`config.mk`:
```
export PLATFORM = sky130hd
export DESIGN_NAME = sync_fifo_param
export DESIGN_NICKNAME = d
export VERILOG_FILES = /design/src/rtl/sync_fifo_pkg.sv /design/src/rtl/sync_fifo_ram.sv /design/src/rtl/sync_fifo_param.sv
export SDC_FILE = /design/constraint.sdc
export NUM_CORES = 1
export LEC_CHECK = 0
export ABC_CLOCK_PERIOD_IN_PS = 2850
export CORE_MARGIN = 4
export CORE_UTILIZATION = 30
export DETAILED_ROUTE_END_ITERATION = 10
export SETUP_SLACK_MARGIN = 0.1
export SYNTH_ARGS = -nofsm -noshare
export SYNTH_HDL_FRONTEND = slang
export SYNTH_HIERARCHICAL = 1
export SYNTH_SLANG_ARGS = --single-unit
export TNS_END_PERCENT = 50
```
`constraint.sdc`:
```
create_clock -name clk -period 2.85 [get_ports clk]
set_clock_uncertainty 0.05 [all_clocks]
set_input_delay 0.285 -clock clk [delete_from_list [all_inputs] [get_ports clk]]
set_output_delay 0.285 -clock clk [all_outputs]
set_load 0.01 [all_outputs]
```
`src/rtl/sync_fifo_pkg.sv`:
```
// Shared sizing helpers for the parametrised synchronous FIFO.
package sync_fifo_pkg;

  // Pointer width: enough bits to address DEPTH entries.
  function automatic int unsigned ptr_w(input int unsigned depth);
    return $clog2(depth);
  endfunction

  // Occupancy width: one extra bit so the value DEPTH itself is representable.
  function automatic int unsigned cnt_w(input int unsigned depth);
    return $clog2(depth) + 1;
  endfunction

endpackage

```
`src/rtl/sync_fifo_ram.sv`:
```
// DEPTH x DATA_W storage: one write port, one registered read port.
module sync_fifo_ram
  import sync_fifo_pkg::*;
#(
  parameter int unsigned DATA_W = 8,
  parameter int unsigned DEPTH  = 8
) (
  input  logic                      clk,
  input  logic                      rst,
  input  logic                      we,
  input  logic [ptr_w(DEPTH)-1:0]   waddr,
  input  logic [DATA_W-1:0]         wdata,
  input  logic                      re,
  input  logic [ptr_w(DEPTH)-1:0]   raddr,
  output logic [DATA_W-1:0]         rdata
);

  logic [DATA_W-1:0] mem [DEPTH];

  always_ff @(posedge clk) begin
    if (we) mem[waddr] <= wdata;
  end

  // Read register doubles as the FIFO's data_out; it holds when re is low.
  always_ff @(posedge clk) begin
    if (rst)     rdata <= '0;
    else if (re) rdata <= mem[raddr];
  end

endmodule

```
`src/rtl/sync_fifo_param.sv`:
```
// Parametrised single-clock FIFO with flush, programmable thresholds,
// registered read with valid strobe and sticky overflow/underflow flags.
module sync_fifo_param
  import sync_fifo_pkg::*;
#(
  parameter int unsigned DATA_W    = 8,
  parameter int unsigned DEPTH     = 8,
  parameter int unsigned AF_THRESH = 6,
  parameter int unsigned AE_THRESH = 1
) (
  input  logic                      clk,
  input  logic                      rst,
  input  logic                      flush,
  input  logic                      wr_en,
  input  logic [DATA_W-1:0]         data_input,
  input  logic                      rd_en,
  output logic [DATA_W-1:0]         data_out,
  output logic                      rd_valid,
  output logic                      full,
  output logic                      empty,
  output logic                      almost_full,
  output logic                      almost_empty,
  output logic [$clog2(DEPTH):0]    count,
  output logic                      overflow,
  output logic                      underflow,
  input  logic                      clr_err
);

  localparam int unsigned PW = ptr_w(DEPTH);
  localparam int unsigned CW = cnt_w(DEPTH);

  if (DEPTH < 2 || (DEPTH & (DEPTH - 1)) != 0) begin : g_bad_depth
    $fatal(1, "sync_fifo_param: DEPTH must be a power of 2 and >= 2");
  end
  if (DATA_W < 1) begin : g_bad_width
    $fatal(1, "sync_fifo_param: DATA_W must be >= 1");
  end

  logic [PW-1:0] wr_ptr;
  logic [PW-1:0] rd_ptr;
  logic          wr_acc;
  logic          rd_acc;
  logic          ram_we;
  logic          ram_re;

  always_comb begin
    full         = (count == CW'(DEPTH));
    empty        = (count == '0);
    almost_full  = (count >= CW'(AF_THRESH));
    almost_empty = (count <= CW'(AE_THRESH));
    wr_acc       = wr_en & ~full;
    rd_acc       = rd_en & ~empty;
    // Flush suppresses both ports so no stale entry is written or read out.
    ram_we       = wr_acc & ~flush & ~rst;
    ram_re       = rd_acc & ~flush & ~rst;
  end

  sync_fifo_ram #(
    .DATA_W (DATA_W),
    .DEPTH  (DEPTH)
  ) u_ram (
    .clk   (clk),
    .rst   (rst),
    .we    (ram_we),
    .waddr (wr_ptr),
    .wdata (data_input),
    .re    (ram_re),
    .raddr (rd_ptr),
    .rdata (data_out)
  );

  always_ff @(posedge clk) begin
    if (rst || flush) begin
      wr_ptr   <= '0;
      rd_ptr   <= '0;
      count    <= '0;
      rd_valid <= 1'b0;
    end else begin
      rd_valid <= rd_acc;
      if (wr_acc) wr_ptr <= wr_ptr + 1'b1;
      if (rd_acc) rd_ptr <= rd_ptr + 1'b1;
      case ({wr_acc, rd_acc})
        2'b10:   count <= count + 1'b1;
        2'b01:   count <= count - 1'b1;
        default: count <= count;
      endcase
    end
  end

  // Error flags are independent of flush; a new set wins over clr_err.
  always_ff @(posedge clk) begin
    if (rst) begin
      overflow  <= 1'b0;
      underflow <= 1'b0;
    end else begin
      if (wr_en && full)  overflow  <= 1'b1;
      else if (clr_err)   overflow  <= 1'b0;
      if (rd_en && empty) underflow <= 1'b1;
      else if (clr_err)   underflow <= 1'b0;
    end
  end

endmodule

```
==> run_results.csv, run 1 <==
group,metric,value,unit
die,io_pins,33,
synthesis,synthAdderAreaFrac,2.50,%
critical_path,arrival,2610,ps
critical_path,crit_type,"reg -> reg",
run,cap_viol_max_count,0,
timing,timing.slew.headroom,44.7,%
die,floorplan.initialDensity,30.7,%
critical_path,r2r_setup_slack,410,ps
worst_hold_path,hold_path_startpoint,"u_ram/rdata[2]$_SDFFE_PP0P_",
clocking,cts_buffers,9,
die,core_area,0.0114,sq mm
clocking,clk_pin_slew,60,ps
die,fp-row-count,39,
clocking,cts_hold_buf,0,
synthesis,yosys_warnings,6,
detailed_routing,vias,2073,
final_layout,mostFrequentLayoutCells,"edfxtp_1 (64), clkdlybuf4s50_1 (32), nor2_1 (24), dfxtp_1 (21), mux2i_1 (17)",
critical_path,timing.rr.end,"count[3]$_SDFFE_PP0P_",
critical_path,cp-end-kind,"register",
critical_path,path_cells,"inv_1 -> ha_1 -> nor3b_1 -> nor2_1 -> ha_1 -> or4b_1 -> a21oi_1 -> mux2_1",
critical_path,worst-path-buf-inv,1,
worst_hold_path,hp-class,"reg -> reg",
die,die_h,116,um
synthesis,synth.avg_cell_area,14.4,sq um
final_layout,seq_area,0.00234,sq mm
global_routing,grt_pass1_vias,2164,
critical_path,cp_top_family,"simple AND/OR/NAND/NOR gates",
final_layout,drive_above_1_share,16.7,%
worst_hold_path,whs_path_depth,2,
global_routing,grt.total_usage,11.2,%
clocking,clockBufferDepth,2,
timing,setup-tns-final,0,ps
timing,drv_slew,0,
final_layout,multi_input_area,0.00104,sq mm
critical_path,start_kind,"register",
timing,setup_viol,0,
synthesis,synth_top_family_by_area,"multiplexers",
detailed_routing,route.detailed.drc,0,
timing,grt_setup_unrepaired,"false",
synthesis,syn_inst,244,
synthesis,synthesis.nets,265,
power,power_leakage,1.40,nW
final_layout,layout_commonest_cell,"edfxtp_1",
detailed_routing,drt-total-wl,6.96,mm
timing,timing.fmax,410,MHz
clocking,cts_tree,"built",
timing,worst_slack,414,ps
critical_path,cp_data_required_time,3020,ps
detailed_routing,dr.pass1.iters,4,
worst_hold_path,hold_path_end,"u_ram/rdata[2]$_SDFFE_PP0P_",
placement,hpwl,4.45,mm
global_routing,grt_overflow,0,
critical_path,cpMostUsedCell,"ha_1",
die,die_w,116,um
timing,min_period,2440,ps
detailed_routing,first_iter_violations,116,
final_layout,antenna_cells,0,
global_routing,antenna_found_initial,0,
synthesis,synthSimpleGateAreaFrac,7.64,%
critical_path,crit_path_max_incr_delay,450,ps
synthesis,synth.cell_area,0.00350,sq mm
clocking,postCtsSetupBuffers,0,
clocking,cts-resized-gates,0,
critical_path,r2r_cells,8,
synthesis,synth_compound_area_share,8.64,%
placement,gp_congestion,0.782,
synthesis,yosysUniqueCellTypes,37,
global_routing,grt_pass1_wl,11.2,mm
clocking,htreeDepth,3,
placement,port_buffers,32,
critical_path,cp.depth,8,
synthesis,synth_mux_area_share,10.3,%
clocking,insertion_delay,330,ps
timing,worst_pin_slew,828,ps
final_layout,post-route-util,37.7,%
global_routing,grt_start_max_net_pins,32,
detailed_routing,post_drt_via_cell_ratio,4.75,
run_status,status,"completed",
synthesis,ys_seq_area_share,66.8,%
critical_path,crit_fanout,7,
synthesis,synthXorXnorAreaFrac,0.500,%
placement,post-place-ws,409,ps
power,powerDensity,619,mW/mm^2
clocking,root_buffer,"clkbuf_16",
power,peakVddDrop,0.352,mV
final_layout,fin_nets,309,
synthesis,synth_seq_cells,85,
critical_path,slowest_stage,"dfxtp_1",
final_layout,area_delta_synth_final,22.8,%
clocking,cts_sinks,85,
timing,fin_crit_sh,85.5,%
timing,final_hold_viol_count,0,
die,dieArea,0.0135,sq mm
detailed_routing,wl_per_cell,16.0,um
critical_path,worstReg2RegStart,"count[0]$_SDFFE_PP0P_",
detailed_routing,drtAntennaViolNets,0,
final_layout,n_fill_cell,1109,
==> flip-flops by register name (all words and copies together), names as in the netlist <==
name / count
count: 4
overflow: 1
rd_ptr: 3
rd_valid: 1
u_ram/mem: 64
u_ram/rdata: 8
underflow: 1
wr_ptr: 3
==> routing by layer <==
| layer | GRT usage [%] | vias up | wire length [um] |
|---|---|---|---|
| met2 | 17.5 | 50 | 3190 |
| met3 | 4.13 | 6 | 365 |
| met1 | 14.7 | 1003 | 3320 |
| li1 | - | 1014 | - |
| met4 | 3.48 | 0 | 84 |
| met5 | 0 | - | 0 |
==> stage by stage <==
stage	total power, W	instances	instance area [sq um]	hold WS (ps)
floorplan	0.00148	244	3500	307
global placement	0.00155	420	4010	428
detailed placement	0.00155	420	4010	430
CTS	0.00270	436	4300	438
global route	0.00276	436	4300	465
finish	0.00266	436	4300	435
==> cells in the mapped netlist (all sizes together) <==
| library cell | number | area, sq um |
|---|---|---|
| a211oi | 9 | 77.6 |
| a21oi | 10 | 50.1 |
| a221o | 7 | 70.1 |
| a22oi | 1 | 7.51 |
| buf | 9 | 83.8 |
| clkbuf | 3 | 11.3 |
| dfxtp | 21 | 420 |
| edfxtp | 64 | 1920 |
| ha | 7 | 87.6 |
| inv | 8 | 30.0 |
| mux2 | 17 | 191 |
| mux2i | 17 | 170 |
| nand2 | 5 | 18.8 |
| nand2b | 4 | 25.0 |
| nand3 | 1 | 5.00 |
| nand3b | 2 | 18.8 |
| nand4b | 1 | 8.76 |
| nor2 | 24 | 90.1 |
| nor2b | 3 | 18.8 |
| nor3 | 5 | 25.0 |
| nor3b | 1 | 7.51 |
| o21ai | 6 | 30.0 |
| o221ai | 1 | 8.76 |
| o22ai | 7 | 43.8 |
| o31ai | 2 | 15.0 |
| or2 | 1 | 6.26 |
| or3 | 3 | 18.8 |
| or4 | 2 | 15.0 |
| or4b | 1 | 10.0 |
| xor2 | 2 | 17.5 |
==> report_power, final <==
part           internal [W]  switching [W]  leakage [nW]  total, W
clock              0.000682       0.000460         0.140   0.00114
sequential          0.00134      0.0000113         0.747   0.00136
combinational     0.0000831      0.0000838         0.515  0.000167
==> tightest hold or removal path, cell delays in order, from the launching register on <==
cell and delay (ps):
dfxtp_1 310, nor2_1 80, a211oi_1 50
==> worst max-delay path by stage <==
stage	startpoint	end	slack, ps
floorplan	count[0]$_SDFFE_PP0P_	count[3]$_SDFFE_PP0P_	360
global placement	rd_en	count[3]$_SDFFE_PP0P_	490
detailed placement	count[0]$_SDFFE_PP0P_	count[3]$_SDFFE_PP0P_	410
CTS	count[0]$_SDFFE_PP0P_	count[3]$_SDFFE_PP0P_	400
global route	count[0]$_SDFFE_PP0P_	count[3]$_SDFFE_PP0P_	200
finish	count[0]$_SDFFE_PP0P_	count[3]$_SDFFE_PP0P_	410
==> cell type report <==
type | instances | share of cell area (%)
Clock buffer | 11 | 5.41
Multi-Input combinational cell | 139 | 24.2
Inverter | 8 | 0.698
Sequential cell | 85 | 54.4
Timing Repair Buffer | 45 | 9.71
Clock inverter | 5 | 1.40
Tap cell | 143 | 4.16
==> cell families after synthesis <==
logic type	Yosys count
flops	85
simple gates	53
compound gates	43
mux	34
buf+inv	20
fa+ha+maj	7
xor+xnor	2
(Power assumes the default switching activity.)
==> run 2: changes to the inputs <==
--- a/config.mk
+++ b/config.mk
@@ -5,7 +5,9 @@
 export SDC_FILE = /design/constraint.sdc
 export NUM_CORES = 1
 export LEC_CHECK = 0
+export ABC_AREA = 0
 export ABC_CLOCK_PERIOD_IN_PS = 2850
+export CORE_ASPECT_RATIO = 0.6
 export CORE_MARGIN = 4
 export CORE_UTILIZATION = 30
 export DETAILED_ROUTE_END_ITERATION = 10
==> run_results.csv, run 2 (synthesized netlist as in run 1, its figures left out) <==
group,metric,value,unit
power,power,0.00262,W
die,die_w,148,um
final_layout,postLayoutCellArea,0.00431,sq mm
timing,timing.slew.headroom,58.8,%
critical_path,start_kind,"register",
clocking,insertion_delay,340,ps
detailed_routing,post_drt_via_cell_ratio,4.53,
critical_path,cp_data_required_time,3020,ps
final_layout,antenna_cells,0,
critical_path,cp-end-kind,"register",
global_routing,antenna_found_initial,0,
timing,worst_pin_slew,617,ps
timing,drv_slew,0,
final_layout,n_fill_cell,1075,
global_routing,grt_pass1_vias,1940,
clocking,cts_hold_buf,0,
timing,fin_crit_sh,85.2,%
final_layout,mostFrequentLayoutCells,"edfxtp_1 (64), clkdlybuf4s50_1 (32), nor2_1 (24), dfxtp_1 (21), mux2i_1 (17)",
power,p_int,0.00209,W
final_layout,largest_register_ffs,64,
run,cap_viol_max_count,0,
power,switchingPower,0.000530,W
critical_path,arrival,2600,ps
global_routing,grt_start_max_net_pins,33,
power,powerDensity,608,mW/mm^2
detailed_routing,dr.pass1.iters,4,
clocking,cts_tree,"built",
critical_path,worstReg2RegStart,"count[0]$_SDFFE_PP0P_",
final_layout,layout_commonest_cell,"edfxtp_1",
global_routing,grt.total_usage,11.1,%
timing,hold_ws,434,ps
power,seq_power_share,51.8,%
critical_path,crit_start,"count[0]$_SDFFE_PP0P_",
global_routing,grt_overflow,0,
die,dieArea,0.0135,sq mm
clocking,cts_sinks,85,
placement,gp_congestion,0.752,
clocking,postCtsSetupBuffers,0,
detailed_routing,vias,2047,
detailed_routing,first_iter_violations,93,
worst_hold_path,hp-class,"reg -> reg",
timing,worst_slack,421,ps
die,die_h,91.7,um
global_routing,grt_pass1_wl,11.0,mm
placement,placed_cell_area,0.00403,sq mm
power,peakVddDrop,0.246,mV
run_status,status,"completed",
power,switching_share,20.2,%
detailed_routing,drtAntennaViolNets,0,
timing,setup_viol,0,
clocking,cts_buffers,9,
detailed_routing,route.detailed.drc,0,
detailed_routing,wl_per_cell,15.5,um
placement,hpwl,4.70,mm
final_layout,fin_nets,308,
timing,min_period,2430,ps
final_layout,area_delta_synth_final,22.9,%
timing,timing.fmax,412,MHz
clocking,clk_pin_slew,60,ps
clocking,clockBufferDepth,2,
die,fp-row-count,30,
critical_path,crit_fanout,7,
detailed_routing,drt-total-wl,7.03,mm
power,power_leakage,1.40,nW
die,core_area,0.0114,sq mm
critical_path,crit_type,"reg -> reg",
worst_hold_path,hold_path_startpoint,"u_ram/rdata[5]$_SDFFE_PP0P_",
power,p_comb_share,6.5,%
die,io_pins,33,
timing,setup-tns-final,0,ps
timing,final_hold_viol_count,0,
clocking,htreeDepth,3,
die,floorplan.initialDensity,30.8,%
power,clockPowerShare,41.7,%
clocking,cts-resized-gates,0,
final_layout,max_flop_register,"u_ram/mem",
placement,port_buffers,32,
timing,grt_setup_unrepaired,"false",
clocking,root_buffer,"clkbuf_16",
placement,post-place-ws,434,ps
final_layout,top_regs,"u_ram/mem (64), u_ram/rdata (8), count (4)",
final_layout,drive_above_1_share,16.1,%
run 2: cell count changes in the layout (fill, tap and decap cells not counted):
cell        before  now
buf_4           13   12
bufinv_16        1    0
clkbuf_1         2    3
clkbuf_8         0    3
clkinv_4         1    0
clkinvlp_4       1    0
inv_6            1    0
run 2: final cells by class:
class | count | area [sq um] | share of cell area, %
sequential | 85 | 2340 | 54.4
multi-input combinational | 139 | 1040 | 24.2
timing repair buffer | 44 | 410 | 9.53
clock buffer | 15 | 278 | 6.45
tap | 160 | 200 | 4.65
inverter | 8 | 30.0 | 0.697
clock inverter | 1 | 5.00 | 0.116
run 2: power groups by stage:
stage | logic [W] | registers [W] | clock network [W]
6_report | 0.000170 | 0.00136 | 0.00109
5_1_grt | 0.000187 | 0.00136 | 0.00118
4_1_cts | 0.000173 | 0.00136 | 0.00113
3_5_place_dp | 0.000171 | 0.00138 | 0
3_3_place_gp | 0.000170 | 0.00138 | 0
2_1_floorplan | 0.0000916 | 0.00138 | 0
run 2: final timing paths:
path	endpoint	slack, ps	depth (start not counted)
min	u_ram/rdata[5]$_SDFFE_PP0P_	430	2
max	count[3]$_SDFFE_PP0P_	420	8
max reg2reg	count[3]$_SDFFE_PP0P_	420	8
min reg2reg	u_ram/rdata[5]$_SDFFE_PP0P_	430	2
run 2: critical path: stages (launching register included):
cell and delay, ps:
dfxtp_1 460, inv_1 100, ha_1 260, nor3b_1 160, nor2_1 100, ha_1 240, or4b_1 440, a21oi_1 170
mux2_1 320
run 2: metal layers:
layer	part of all wire [%]	up-vias	track usage [%]
li1	-	1013	-
met1	55	987	16.7
met2	38	34	13.8
met3	5.1	13	4.49
met4	1.7	0	4.19
met5	0	-	0
run 2: stage by stage:
step,cells,util [%]
floorplan,244,-
CTS,452,37.9
finish,452,37.9
global route,452,37.9
detailed placement,436,35.4
global placement,436,35.4
==> run 3: changes to the inputs <==
--- a/config.mk
+++ b/config.mk
@@ -7,7 +7,7 @@
 export LEC_CHECK = 0
 export ABC_AREA = 0
 export ABC_CLOCK_PERIOD_IN_PS = 2850
-export CORE_ASPECT_RATIO = 0.6
+export CORE_ASPECT_RATIO = 0.7
 export CORE_MARGIN = 4
 export CORE_UTILIZATION = 30
 export DETAILED_ROUTE_END_ITERATION = 10
==> run_results.csv, run 3 (synthesized netlist as in run 1, its figures left out) <==
group,metric,value,unit
run_status,status,"completed",
detailed_routing,post_drt_via_cell_ratio,4.57,
critical_path,cp_top_family,"simple AND/OR/NAND/NOR gates",
clocking,postCtsSetupBuffers,0,
global_routing,grt_pass1_vias,1954,
global_routing,grt_overflow,0,
final_layout,area_delta_synth_final,23.5,%
detailed_routing,route.detailed.drc,0,
detailed_routing,vias,2050,
critical_path,r2r_setup_slack,370,ps
timing,grt_setup_unrepaired,"false",
critical_path,cp.depth,8,
run,cap_viol_max_count,0,
timing,timing.fmax,403,MHz
final_layout,max_flop_register,"u_ram/mem",
placement,hpwl,4.96,mm
global_routing,antenna_found_initial,0,
clocking,cts_sinks,85,
final_layout,mostFrequentLayoutCells,"edfxtp_1 (64), clkdlybuf4s50_1 (32), nor2_1 (24), dfxtp_1 (21), mux2i_1 (17)",
timing,fin_crit_sh,87.1,%
clocking,root_buffer,"clkbuf_16",
clocking,cts_hold_buf,0,
critical_path,start_kind,"register",
global_routing,grt_start_max_net_pins,28,
clocking,cts-resized-gates,0,
die,core_area,0.0112,sq mm
critical_path,cpMostUsedCell,"ha_1",
critical_path,slowest_stage,"dfxtp_1",
die,floorplan.initialDensity,31.3,%
global_routing,grt.total_usage,11.2,%
timing,timing.slew.headroom,49.7,%
die,dieArea,0.0135,sq mm
worst_hold_path,hp-class,"reg -> reg",
clocking,clockBufferDepth,2,
final_layout,drive_above_1_share,17.2,%
timing,worst_pin_slew,753,ps
critical_path,cp-end-kind,"register",
final_layout,largest_register_ffs,64,
final_layout,antenna_cells,0,
die,io_pins,33,
placement,gp_congestion,0.753,
worst_hold_path,whs_path_depth,2,
critical_path,arrival,2660,ps
detailed_routing,drtAntennaViolNets,0,
power,peakVddDrop,0.380,mV
clocking,cts_tree,"built",
timing,setup-tns-final,0,ps
power,powerDensity,597,mW/mm^2
critical_path,worst-path-buf-inv,1,
die,die_h,98.4,um
die,fp-row-count,32,
clocking,insertion_delay,340,ps
detailed_routing,first_iter_violations,203,
detailed_routing,dr.pass1.iters,4,
placement,port_buffers,32,
timing,drv_slew,0,
clocking,clk_pin_slew,60,ps
final_layout,top_regs,"u_ram/mem (64), u_ram/rdata (8), count (4)",
timing,min_period,2480,ps
final_layout,layout_commonest_cell,"edfxtp_1",
critical_path,r2r_cells,8,
detailed_routing,drt-total-wl,7.18,mm
clocking,htreeDepth,3,
critical_path,crit_path_max_incr_delay,460,ps
timing,hold_ws,437,ps
clocking,cts_buffers,9,
critical_path,crit_fanout,7,
critical_path,cp_data_required_time,3030,ps
die,die_w,137,um
timing,setup_viol,0,
critical_path,path_cells,"inv_1 -> ha_1 -> nor3b_1 -> nor2_1 -> ha_1 -> or4b_1 -> a21oi_1 -> mux2_1",
detailed_routing,wl_per_cell,16.0,um
timing,final_hold_viol_count,0,
final_layout,fin_nets,312,
critical_path,crit_type,"reg -> reg",
global_routing,grt_pass1_wl,11.1,mm
final_layout,n_fill_cell,1091,
power,power_leakage,1.40,nW
-- run 3: cell count changes in the layout (fill, tap and decap cells not counted), sizes merged --
| cell | previous run | this run |
|---|---|---|
| clkinv | 1 | 2 |
| clkbuf | 15 | 11 |
| buf | 12 | 16 |
| inv | 8 | 9 |
| clkinvlp | 0 | 2 |
-- run 3: final cells by class --
type	count	area (sq um)	share of cell area, %
timing repair buffer	48	453	10.5
clock inverter	5	36.3	0.838
multi-input combinational	139	1040	24.1
inverter	8	30.0	0.694
sequential	85	2340	54.1
tap	153	191	4.42
clock buffer	11	233	5.38
-- run 3: power by group --
group          internal, W  leakage (nW)  switching, W
Combinational    0.0000850         0.534     0.0000873
Clock             0.000592         0.124      0.000462
Sequential         0.00134         0.747     0.0000130
Total              0.00202          1.40      0.000563
-- run 3: layer usage --
metal | track usage [%] | wire (um)
met1 | 16.5 | 3660
met2 | 15.2 | 3070
met3 | 3.98 | 359
met4 | 4.14 | 96
met5 | 0 | 0
-- run 3: metrics by stage --
step | cells | total power [W] | util, % | setup slack [ps] | instance area, sq um
after floorplan | 244 | 0.00148 | - | 363 | 3500
after global placement | 433 | 0.00155 | 36.2 | 448 | 4060
after detailed placement | 433 | 0.00156 | 36.2 | 393 | 4060
after CTS | 449 | 0.00262 | 38.6 | 382 | 4330
after global routing | 449 | 0.00268 | 38.6 | 182 | 4330
final | 449 | 0.00258 | 38.6 | 368 | 4330
-- run 3: final timing paths --
kind | start | end
hold reg to reg | u_ram/rdata[1]$_SDFFE_PP0P_ | u_ram/rdata[1]$_SDFFE_PP0P_
hold / removal | u_ram/rdata[1]$_SDFFE_PP0P_ | u_ram/rdata[1]$_SDFFE_PP0P_
setup reg to reg | count[0]$_SDFFE_PP0P_ | count[3]$_SDFFE_PP0P_
setup / recovery | count[0]$_SDFFE_PP0P_ | count[3]$_SDFFE_PP0P_
-- run 3: worst reg2reg max path, delay by kind of cell (launching register included) --
family | cells | cell delay [ps]
simple gates | 3 | 740
compound gates | 1 | 170
flops | 1 | 460
buf+inv | 1 | 100
mux | 1 | 330
fa+ha+maj | 2 | 530
